--- src/rtl/cash_dispenser.sv ---
// Cash dispenser: plans a withdrawal greedily over four note stocks (20, 10, 5, 1),
// then ejects one note per cycle, largest denomination first.
// Optional audit counters (total_out, fail_cnt) are built when CASH_AUDIT_EN is defined.
module cash_dispenser (
   input  logic       clk,
   input  logic       rst,
   input  logic       req,
   input  logic [5:0] amount,
   input  logic       refill,
   input  logic [1:0] refill_denom,
   input  logic [7:0] refill_count,
   output logic       busy,
   output logic       note_valid,
   output logic [1:0] note_denom,
   output logic       done,
   output logic       fail
`ifdef CASH_AUDIT_EN
   ,
   output logic [15:0] total_out,
   output logic [7:0]  fail_cnt
`endif
);

   typedef enum logic [2:0] {StIdle, StPlan, StDispense, StDone, StFail} state_e;

   state_e          state_q;
   logic [3:0][7:0] stock_q;   // index 0 = 20, 1 = 10, 2 = 5, 3 = 1
   logic [3:0][5:0] plan_q;
   logic [5:0]      rem_q;
   logic [1:0]      idx_q;

   // Plan-step datapath
   logic [5:0] denom_v;
   logic [5:0] quot;
   logic [7:0] stk;
   logic [5:0] plan_n;
   logic [5:0] prod;
   logic [5:0] rem_nx;
   logic       plan_any;

   // Dispense-step datapath
   logic [1:0] sel;
   logic [7:0] notes_left;
   logic       last_note;

   // Refill datapath
   logic [8:0] refill_sum;

   function automatic logic [5:0] denom_val(input logic [1:0] i);
      unique case (i)
         2'd0:    denom_val = 6'd20;
         2'd1:    denom_val = 6'd10;
         2'd2:    denom_val = 6'd5;
         default: denom_val = 6'd1;
      endcase
   endfunction

   // One greedy planning step for the denomination selected by idx_q
   always_comb begin
      denom_v = denom_val(idx_q);
      unique case (idx_q)
         2'd0:    quot = rem_q / 6'd20;
         2'd1:    quot = rem_q / 6'd10;
         2'd2:    quot = rem_q / 6'd5;
         default: quot = rem_q;
      endcase
      stk    = stock_q[idx_q];
      plan_n = (stk < {2'b00, quot}) ? stk[5:0] : quot;
      // plan_n * denom never exceeds rem_q, so 6 bits are enough
      prod   = plan_n * denom_v;
      rem_nx = rem_q - prod;
      plan_any = (plan_q[0] != 6'd0) || (plan_q[1] != 6'd0) ||
                 (plan_q[2] != 6'd0) || (plan_n != 6'd0);
   end

   // Pick the largest denomination still owed and detect the final note
   always_comb begin
      if (plan_q[0] != 6'd0)      sel = 2'd0;
      else if (plan_q[1] != 6'd0) sel = 2'd1;
      else if (plan_q[2] != 6'd0) sel = 2'd2;
      else                        sel = 2'd3;
      notes_left = {2'b00, plan_q[0]} + {2'b00, plan_q[1]} +
                   {2'b00, plan_q[2]} + {2'b00, plan_q[3]};
      last_note  = (notes_left == 8'd1);
   end

   // Saturating refill sum for the selected stock
   always_comb begin
      refill_sum = {1'b0, stock_q[refill_denom]} + {1'b0, refill_count};
   end

   assign busy = (state_q != StIdle);

   // Main FSM with stocks, plan counters and registered output pulses
   always_ff @(posedge clk) begin
      if (rst) begin
         state_q    <= StIdle;
         stock_q    <= '0;
         plan_q     <= '0;
         rem_q      <= '0;
         idx_q      <= '0;
         note_valid <= 1'b0;
         note_denom <= 2'd0;
         done       <= 1'b0;
         fail       <= 1'b0;
`ifdef CASH_AUDIT_EN
         total_out  <= '0;
         fail_cnt   <= '0;
`endif
      end else begin
         note_valid <= 1'b0;
         done       <= 1'b0;
         fail       <= 1'b0;
         unique case (state_q)
            StIdle: begin
               if (req) begin
                  rem_q   <= amount;
                  plan_q  <= '0;
                  idx_q   <= 2'd0;
                  state_q <= StPlan;
               end else if (refill) begin
                  stock_q[refill_denom] <= refill_sum[8] ? 8'hff : refill_sum[7:0];
               end
            end
            StPlan: begin
               plan_q[idx_q] <= plan_n;
               rem_q         <= rem_nx;
               idx_q         <= idx_q + 2'd1;
               if (idx_q == 2'd3) begin
                  if (rem_nx != 6'd0) state_q <= StFail;
                  else if (!plan_any) state_q <= StDone;
                  else                state_q <= StDispense;
               end
            end
            StDispense: begin
               note_valid   <= 1'b1;
               note_denom   <= sel;
               plan_q[sel]  <= plan_q[sel] - 6'd1;
               stock_q[sel] <= stock_q[sel] - 8'd1;
`ifdef CASH_AUDIT_EN
               total_out    <= total_out + {10'd0, denom_val(sel)};
`endif
               if (last_note) state_q <= StDone;
            end
            StDone: begin
               done    <= 1'b1;
               state_q <= StIdle;
            end
            StFail: begin
               fail    <= 1'b1;
`ifdef CASH_AUDIT_EN
               if (fail_cnt != 8'hff) fail_cnt <= fail_cnt + 8'd1;
`endif
               state_q <= StIdle;
            end
            default: state_q <= StIdle;
         endcase
      end
   end

endmodule

--- config.mk ---
export PLATFORM = sky130hd
export DESIGN_NAME = cash_dispenser
export DESIGN_NICKNAME = d
export VERILOG_FILES = /design/src/rtl/cash_dispenser.sv
export SDC_FILE = /design/constraint.sdc
export NUM_CORES = 1
export LEC_CHECK = 0
export CAP_MARGIN = 10
export CORE_ASPECT_RATIO = 1.2
export CORE_MARGIN = 4
export CORE_UTILIZATION = 30
export CTS_CLUSTER_DIAMETER = 200
export DETAILED_ROUTE_END_ITERATION = 10
export GPL_TIMING_DRIVEN = 0
export HOLD_SLACK_MARGIN = 0.08
export PLACE_DENSITY_LB_ADDON = 0.1
export RECOVER_POWER = 50
export SYNTH_ARGS = -nofsm -noshare
export SYNTH_HDL_FRONTEND = slang
export SYNTH_SLANG_ARGS = --single-unit
--- constraint.sdc ---
create_clock -name clk -period 11.6 [get_ports clk]
set_input_delay 1.16 -clock clk [delete_from_list [all_inputs] [get_ports clk]]
set_output_delay 1.16 -clock clk [all_outputs]
set_load 0.05 [all_outputs]
==> impl_metrics.ini <==
[setup_path]
r2r_end = state_q[1]
crit_type = reg2reg
cp.arrival_ps = 11350
critical-path-top-delay-family = compound AO/OA/AOI/OAI gates
critical_path.max_stage_delay_ps = 580
required_ps = 11850
path_max_fanout = 10
cp_common_cell = ha_1
r2r-start = idx_q[0]
endpoint_kind = register
crit_buf_inv = 4
crit_end = state_q[1]
rrSetupSlack_ps = 500
crit_start = idx_q[0]
cp.depth = 47
cp-start-kind = register
rr_worst_depth = 47
cp_slowest_cell = fa_2

[clock_network]
holdBufCountCts = 0
cts_tree = built
htree_levels = 3
cts_buffers = 9
clock-sinks = 72
cts_root_buf = clkbuf_16
path_clk_slew_ps = 60
clk_path_buf_depth = 2
clkLatencyLatePin_ps = 350

[yosys]
syn_inst = 920
synth-edff-count = 0
synth-simple-area-share_pct = 21.6
synth_fa_ha_area_share_pct = 16.6
synth_fp_nets = 1022
yosys.area_share.xor_xnor_pct = 3.92
syn_area_per_cell_um2 = 7.77
syn-cell-area_um2 = 7150
async_flop_share_pct = 0
synth_compound_area_share_pct = 26.6
yosysUniqueCellTypes = 78
synth_mux_area_share_pct = 5.93
synth_ff_type = dfxtp_1
ys_ff_latch = 72
ys_seq_area_share_pct = 20.2
synth_top_family_by_area = compound AO/OA/AOI/OAI gates
synth_warnings = 0

[pwr]
ir_worst_vdd_uv = 76.7
pwr-share-seq_pct = 18.7
clkPwrFrac_pct = 19.4
finalPower_mw = 1.49
switchingPower_mw = 0.696
p_int_mw = 0.797
power.density_nw_per_um2 = 175
combPwrFrac_pct = 61.9
leakagePower_nw = 3.32
switching_share_pct = 46.6

[routing]
via_per_inst = 5.62
drc = 0
wl_per_cell_um = 20.9
ant_nets = 0
totalWireLength_mm = 27.0
drt-initial-drc-count = 629
vias = 7252
drt_pre_antenna_iters = 6

[floorplan]
design.core.area_um2 = 23400
dieArea_um2 = 26400
rows = 61
start_util_pct = 30.6
die_width_um = 149
io_pins = 26
die_height_um = 177

[layout]
regArea_um2 = 1440
multi_input_area_um2 = 5640
nNetsFinal = 1073
layout_commonest_cell = nor2_1
layout-drive-gt1-share_pct = 12.1
post-route-util_pct = 36.5
final_area_um2 = 8520
layout_common_cells = nor2_1, nand2_1, dfxtp_1, a21oi_1, ha_1
area_delta_synth_final_pct = 19.1
nFillCells = 2525
diodes = 0

[grt]
grt_overflow = 0
grt_max_degree = 14
grt_pass1_vias = 6992
grt_pass1_wl_mm = 41.5
antenna_found_initial = 0
grt_usage_pct = 20.5

[place]
dpl_worst_slack_ps = -1770
hpwl_mm = 20.7
numPortBuffers = 23
routabilityCongestion = 0.899
placed_cell_area_um2 = 7820

[sta]
finalWorstSetupSlack_ps = 500
tightest_slew_ps = 1250
setup_viol = 0
maxSlewViolCount = 0
finalCritPeriodShare_pct = 95.7
finClkSkew_ps = 10.4
period_needed_ps = 11100
max_freq_ghz = 0.0901
slew_headroom_pct = 16.0
hold_viol = 0

[status]
run_status = complete, no violations

[flow_run]
cap_violations = 0

[hold_path]
hold_class = reg2reg
==> area by class of cell <==
type,instances,area share [%]
Multi-Input combinational cell,751,66.2
Sequential cell,72,17.0
Tap cell,315,4.63
Timing Repair Buffer,41,4.30
Clock buffer,9,2.64
Buffer,46,2.29
Inverter,50,2.20
Clock inverter,6,0.808
==> cells by family after synthesis <==
family	Yosys count
AOI/OAI and AO/OA	271
and+or+nand+nor	342
DFF	72
adders and majority gates	82
buffers and inverters	97
xor gates and xnor gates	32
muxes	24
==> flip-flops by register name, indices dropped and copies added, names as in the netlist <==
name / cells
plan_q: 24
idx_q: 2
state_q: 3
stock_q: 32
note_denom: 2
note_valid: 1
rem_q: 6
done: 1
fail: 1
==> cell usage after synthesis, types with 10 or more instances <==
master    instances  share of area, %
a211oi_1         25               2.6
a21oi_1          69               4.8
a221oi_1         15               1.8
a222oi_1         10               1.4
a22oi_1          10               1.0
clkbuf_1         39               2.0
dfxtp_1          72                20
fa_1             21               5.9
ha_1             61                11
inv_1            50               2.6
mux4_2           14               4.4
nand2_1          98               5.1
nand2b_1         11              0.96
nand3_1          20               1.4
nor2_1          127               6.7
nor3_1           31               2.2
o21a_1           11               1.2
o21ai_0          43               3.0
xnor2_1          18               2.2
xor2_1           14               1.7
==> worst min-delay path by stage <==
stage / from / end / slack, ps / depth (start not counted)
2_1_floorplan: stock_q[8] / stock_q[8] / 500 / 2
3_3_place_gp: note_denom[1] / note_denom[1] / 490 / 2
3_5_place_dp: note_denom[1] / note_denom[1] / 500 / 2
4_1_cts: stock_q[8] / stock_q[8] / 530 / 2
5_1_grt: stock_q[8] / stock_q[8] / 550 / 2
6_report: stock_q[8] / stock_q[8] / 530 / 2
==> routing by layer <==
metal  share of wire, %  global-route usage (%)  vias up
met2                 49                    35.6      220
met3                5.2                    2.72       37
met5                  0                       0        -
li1                   -                       -     3481
met1                 44                    26.8     3514
met4                1.9                    5.42        0
==> worst register-to-register path: cells and delay by family (launching register included) <==
| family | cells | cell delay, ps |
|---|---|---|
| xor gates and xnor gates | 1 | 170 |
| muxes | 2 | 540 |
| adders and majority gates | 10 | 3200 |
| AOI/OAI and AO/OA | 19 | 3680 |
| and+or+nand+nor | 11 | 2610 |
| buffers and inverters | 4 | 480 |
| DFF | 1 | 360 |
==> power by group through the flow <==
stage	combinational (mW)	sequential, mW	clock (mW)
after floorplan	0.582	0.275	0
after CTS	0.823	0.278	0.294
final	0.924	0.279	0.290
after global placement	0.777	0.284	0
after detailed placement	0.781	0.284	0
after global routing	1.01	0.281	0.307
==> per-stage QoR <==
| stage | hold WS, ps | TNS [ps] | std cells |
|---|---|---|---|
| final | 527 | 0 | 1290 |
| after global routing | 554 | -157 | 1290 |
| after CTS | 526 | 0 | 1279 |
| after detailed placement | 504 | -8740 | 1261 |
| after global placement | 488 | -7860 | 1258 |
| after floorplan | 497 | 0 | 920 |
==> repair_timing <==
action | CTS | global route
endpoints found under the setup margin | 8 | 5
setup buffers | 4 | 11
gates resized for setup | 31 | 33
pin swaps | 5 | 20
Note: power is estimated with default switching activity, not from simulation.
==> patch: new RTL, config.mk and constraints unchanged <==
The option `CASH_AUDIT_EN` is turned on by a define.
--- a/src/rtl/cash_dispenser.sv
+++ b/src/rtl/cash_dispenser.sv
@@ -1,6 +1,8 @@
 // Cash dispenser: plans a withdrawal greedily over four note stocks (20, 10, 5, 1),
 // then ejects one note per cycle, largest denomination first.
 // Optional audit counters (total_out, fail_cnt) are built when CASH_AUDIT_EN is defined.
+`define CASH_AUDIT_EN
+
 module cash_dispenser (
    input  logic       clk,
    input  logic       rst,
Function (old outputs only; new: fail_cnt and total_out): kept (equiv_simple and equiv_induct, registers matched by name and starting in step).
==> patch against the unedited design <==
  * Synthesized cell count grew 12%
  * Count of clock-buffer cells in the layout grew 1
  * Area after synthesis grew 14%
  * Critical path type unchanged
  * Sequential cell count grew 24
  * Critical path depth is 2 higher
  * Final cell count up 13%
  * Hold slack worse by 64 ps
  * Final area grew 17%
  * Wire length grew 6.8%
  * Sequential power rose by 29%
  * Global-route usage down 1.1 points
  * Setup slack improved by 71 ps
  * Total power grew 11%
==> patch: results (changes against the unedited design) <==
## Detailed routing
• 5 — number of detailed-routing iterations run before antenna repair, -1
• 591 — Iteration-0 DRC Markers, -6.0%
• 19.8 um — routed wirelength normalized by instance count, -5.5%
• 7,916 — Via Count, +9.2%

## Placed design
• 49 — port bufs, +110%
• 0.857 — Routability Congestion, -4.6%
• 21,400 um — Final HPWL DP, +3.7%

## GRT
• 45,600 um — global-route wire length before repair, +9.9%
• 18 — largest net degree at the start of global routing, +4
• 19.4% — GRT Resource Usage Total, -1.1 points
• 7,969 — via count of the first global-routing pass, +14%

## Power and ir drop
• 4.03 nW — leakage component of the power, +21%
• 0.0824 mV — peak supply drop, +7.4%

## Logic synthesis
• 23.7% — compound-cell area share of the yosys netlist, -2.9 points
• 177 x sky130_fd_sc_hd__nor2_1, 99 x sky130_fd_sc_hd__nand2_1, 96 x sky130_fd_sc_hd__dfxtp_1 — top cells by count, synth
• 23.5% — sequential area share after synthesis, +3.4 points
• 1,135 — Syn Nets, +11%
• 15.2% — Synth Area in Adders, -1.3 points
• 6.08% — mux share of post-synthesis cell area, +0.15 points
• 5.04% — Synth Area in XOR/XNOR, +1.1 points
• sky130_fd_sc_hd__dfxtp_1 24%, sky130_fd_sc_hd__ha_1 10%, sky130_fd_sc_hd__nor2_1 8.1% — top cells by area in the synthesized netlist
• 79 — Cell variety after synth, +1.3%

## Worst setup path
• sky130_fd_sc_hd__or4_4 — critical-path cell with the highest stage delay
• 49 — number of cells traversed by the worst register-to-register path, +4.3%
• 550 ps — slowest cell delay on critical path, -30 ps
• 11,340 ps — data arrival at the endpoint of the critical path, about the same

## Timing
• 12.5 ps — clk_skew, +2.11 ps
• 940 ps — transition at the pin with the smallest max-transition slack, -310 ps

## Status
• complete, no violations — status

## Min path
• reg2reg — worst min-delay path class

## Layout
• stock_q (32), plan_q (24), total_out (16) — Regs by FF count
• 11.4% — share of post-route cells with drive strength above 1, -0.71 points

## Clocking
• 80 ps — Reg clk slew, reported paths, +20 ps

[patch: layout make-up]
cell class	count	area [um2]
Buffer	50	254
Clock buffer	10	229
Clock inverter	6	97.6
Fill cell	2771	16600
Inverter	48	188
Multi-Input combinational cell	836	6120
Sequential cell	96	1930
Tap cell	335	419
Timing Repair Buffer	78	712
[patch: cell families (layout without fill, tap and decap cells)]
kind of cell,after synthesis,after routing
simple gates,386,386
xor+xnor,47,47
buf+inv,98,192
fa+ha+maj,87,87
compound gates,282,284
mux,32,32
flops,96,96
[patch: power breakdown]
| group | internal, W | total, W | switching [W] |
|---|---|---|---|
| logic | 0.000400 | 0.000949 | 0.000549 |
| registers | 0.000341 | 0.000361 | 0.0000195 |
| clock network | 0.000193 | 0.000342 | 0.000149 |
[patch: how the worst min path moves through the flow]
| stage | startpoint | end | slack (ps) | depth (start not counted) |
|---|---|---|---|---|
| after global placement | note_denom[1] | note_denom[1] | 450 | 2 |
| after floorplan | stock_q[23] | stock_q[23] | 460 | 2 |
| after detailed placement | note_denom[1] | note_denom[1] | 460 | 2 |
| final | note_denom[1] | note_denom[1] | 460 | 2 |
| after global routing | note_denom[1] | note_denom[1] | 490 | 2 |
| after CTS | note_denom[1] | note_denom[1] | 480 | 2 |
[patch: metal layers]
metal / up-vias / share of wire [%] / track usage (%)
li1: 3908 / - / -
met1: 3721 / 44 / 25.4
met2: 235 / 49 / 32.7
met3: 52 / 4.8 / 2.76
met4: 0 / 2.6 / 6.30
met5: - / 0 / 0
[patch: timing repair]
action	4_1_cts	5_1_grt
resized for setup	32	33
hold buffers	0	0
endpoints found under the setup margin	8	6
buffers inserted	12	15
pin swaps	5	17
cloned	2	0
[patch: critical path: cells and delay by family (launching register included)]
| kind | cells | cell delay, ps |
|---|---|---|
| buffers and inverters | 9 | 1450 |
| multiplexers | 2 | 480 |
| AO/OA/AOI/OAI | 14 | 2410 |
| adder cells (fa/ha/maj) | 10 | 3670 |
| flip-flops | 1 | 400 |
| XOR/XNOR | 1 | 160 |
| AND/OR/NAND/NOR | 13 | 2370 |
[patch: metrics by stage]
step / std cells / cell area (um2) / worst slack [ps] / util, % / setup TNS (ps)
3_3_place_gp: 1412 / 9090 / -2270 / 34.2 / -13540
4_1_cts: 1444 / 9700 / 44.1 / 36.5 / 0
5_1_grt: 1459 / 9950 / 16.1 / 37.4 / 0
6_report: 1459 / 9950 / 571 / 37.4 / 0
2_1_floorplan: 1028 / 8180 / 83.2 / - / 0
3_5_place_dp: 1414 / 9110 / -2250 / 34.3 / -13320
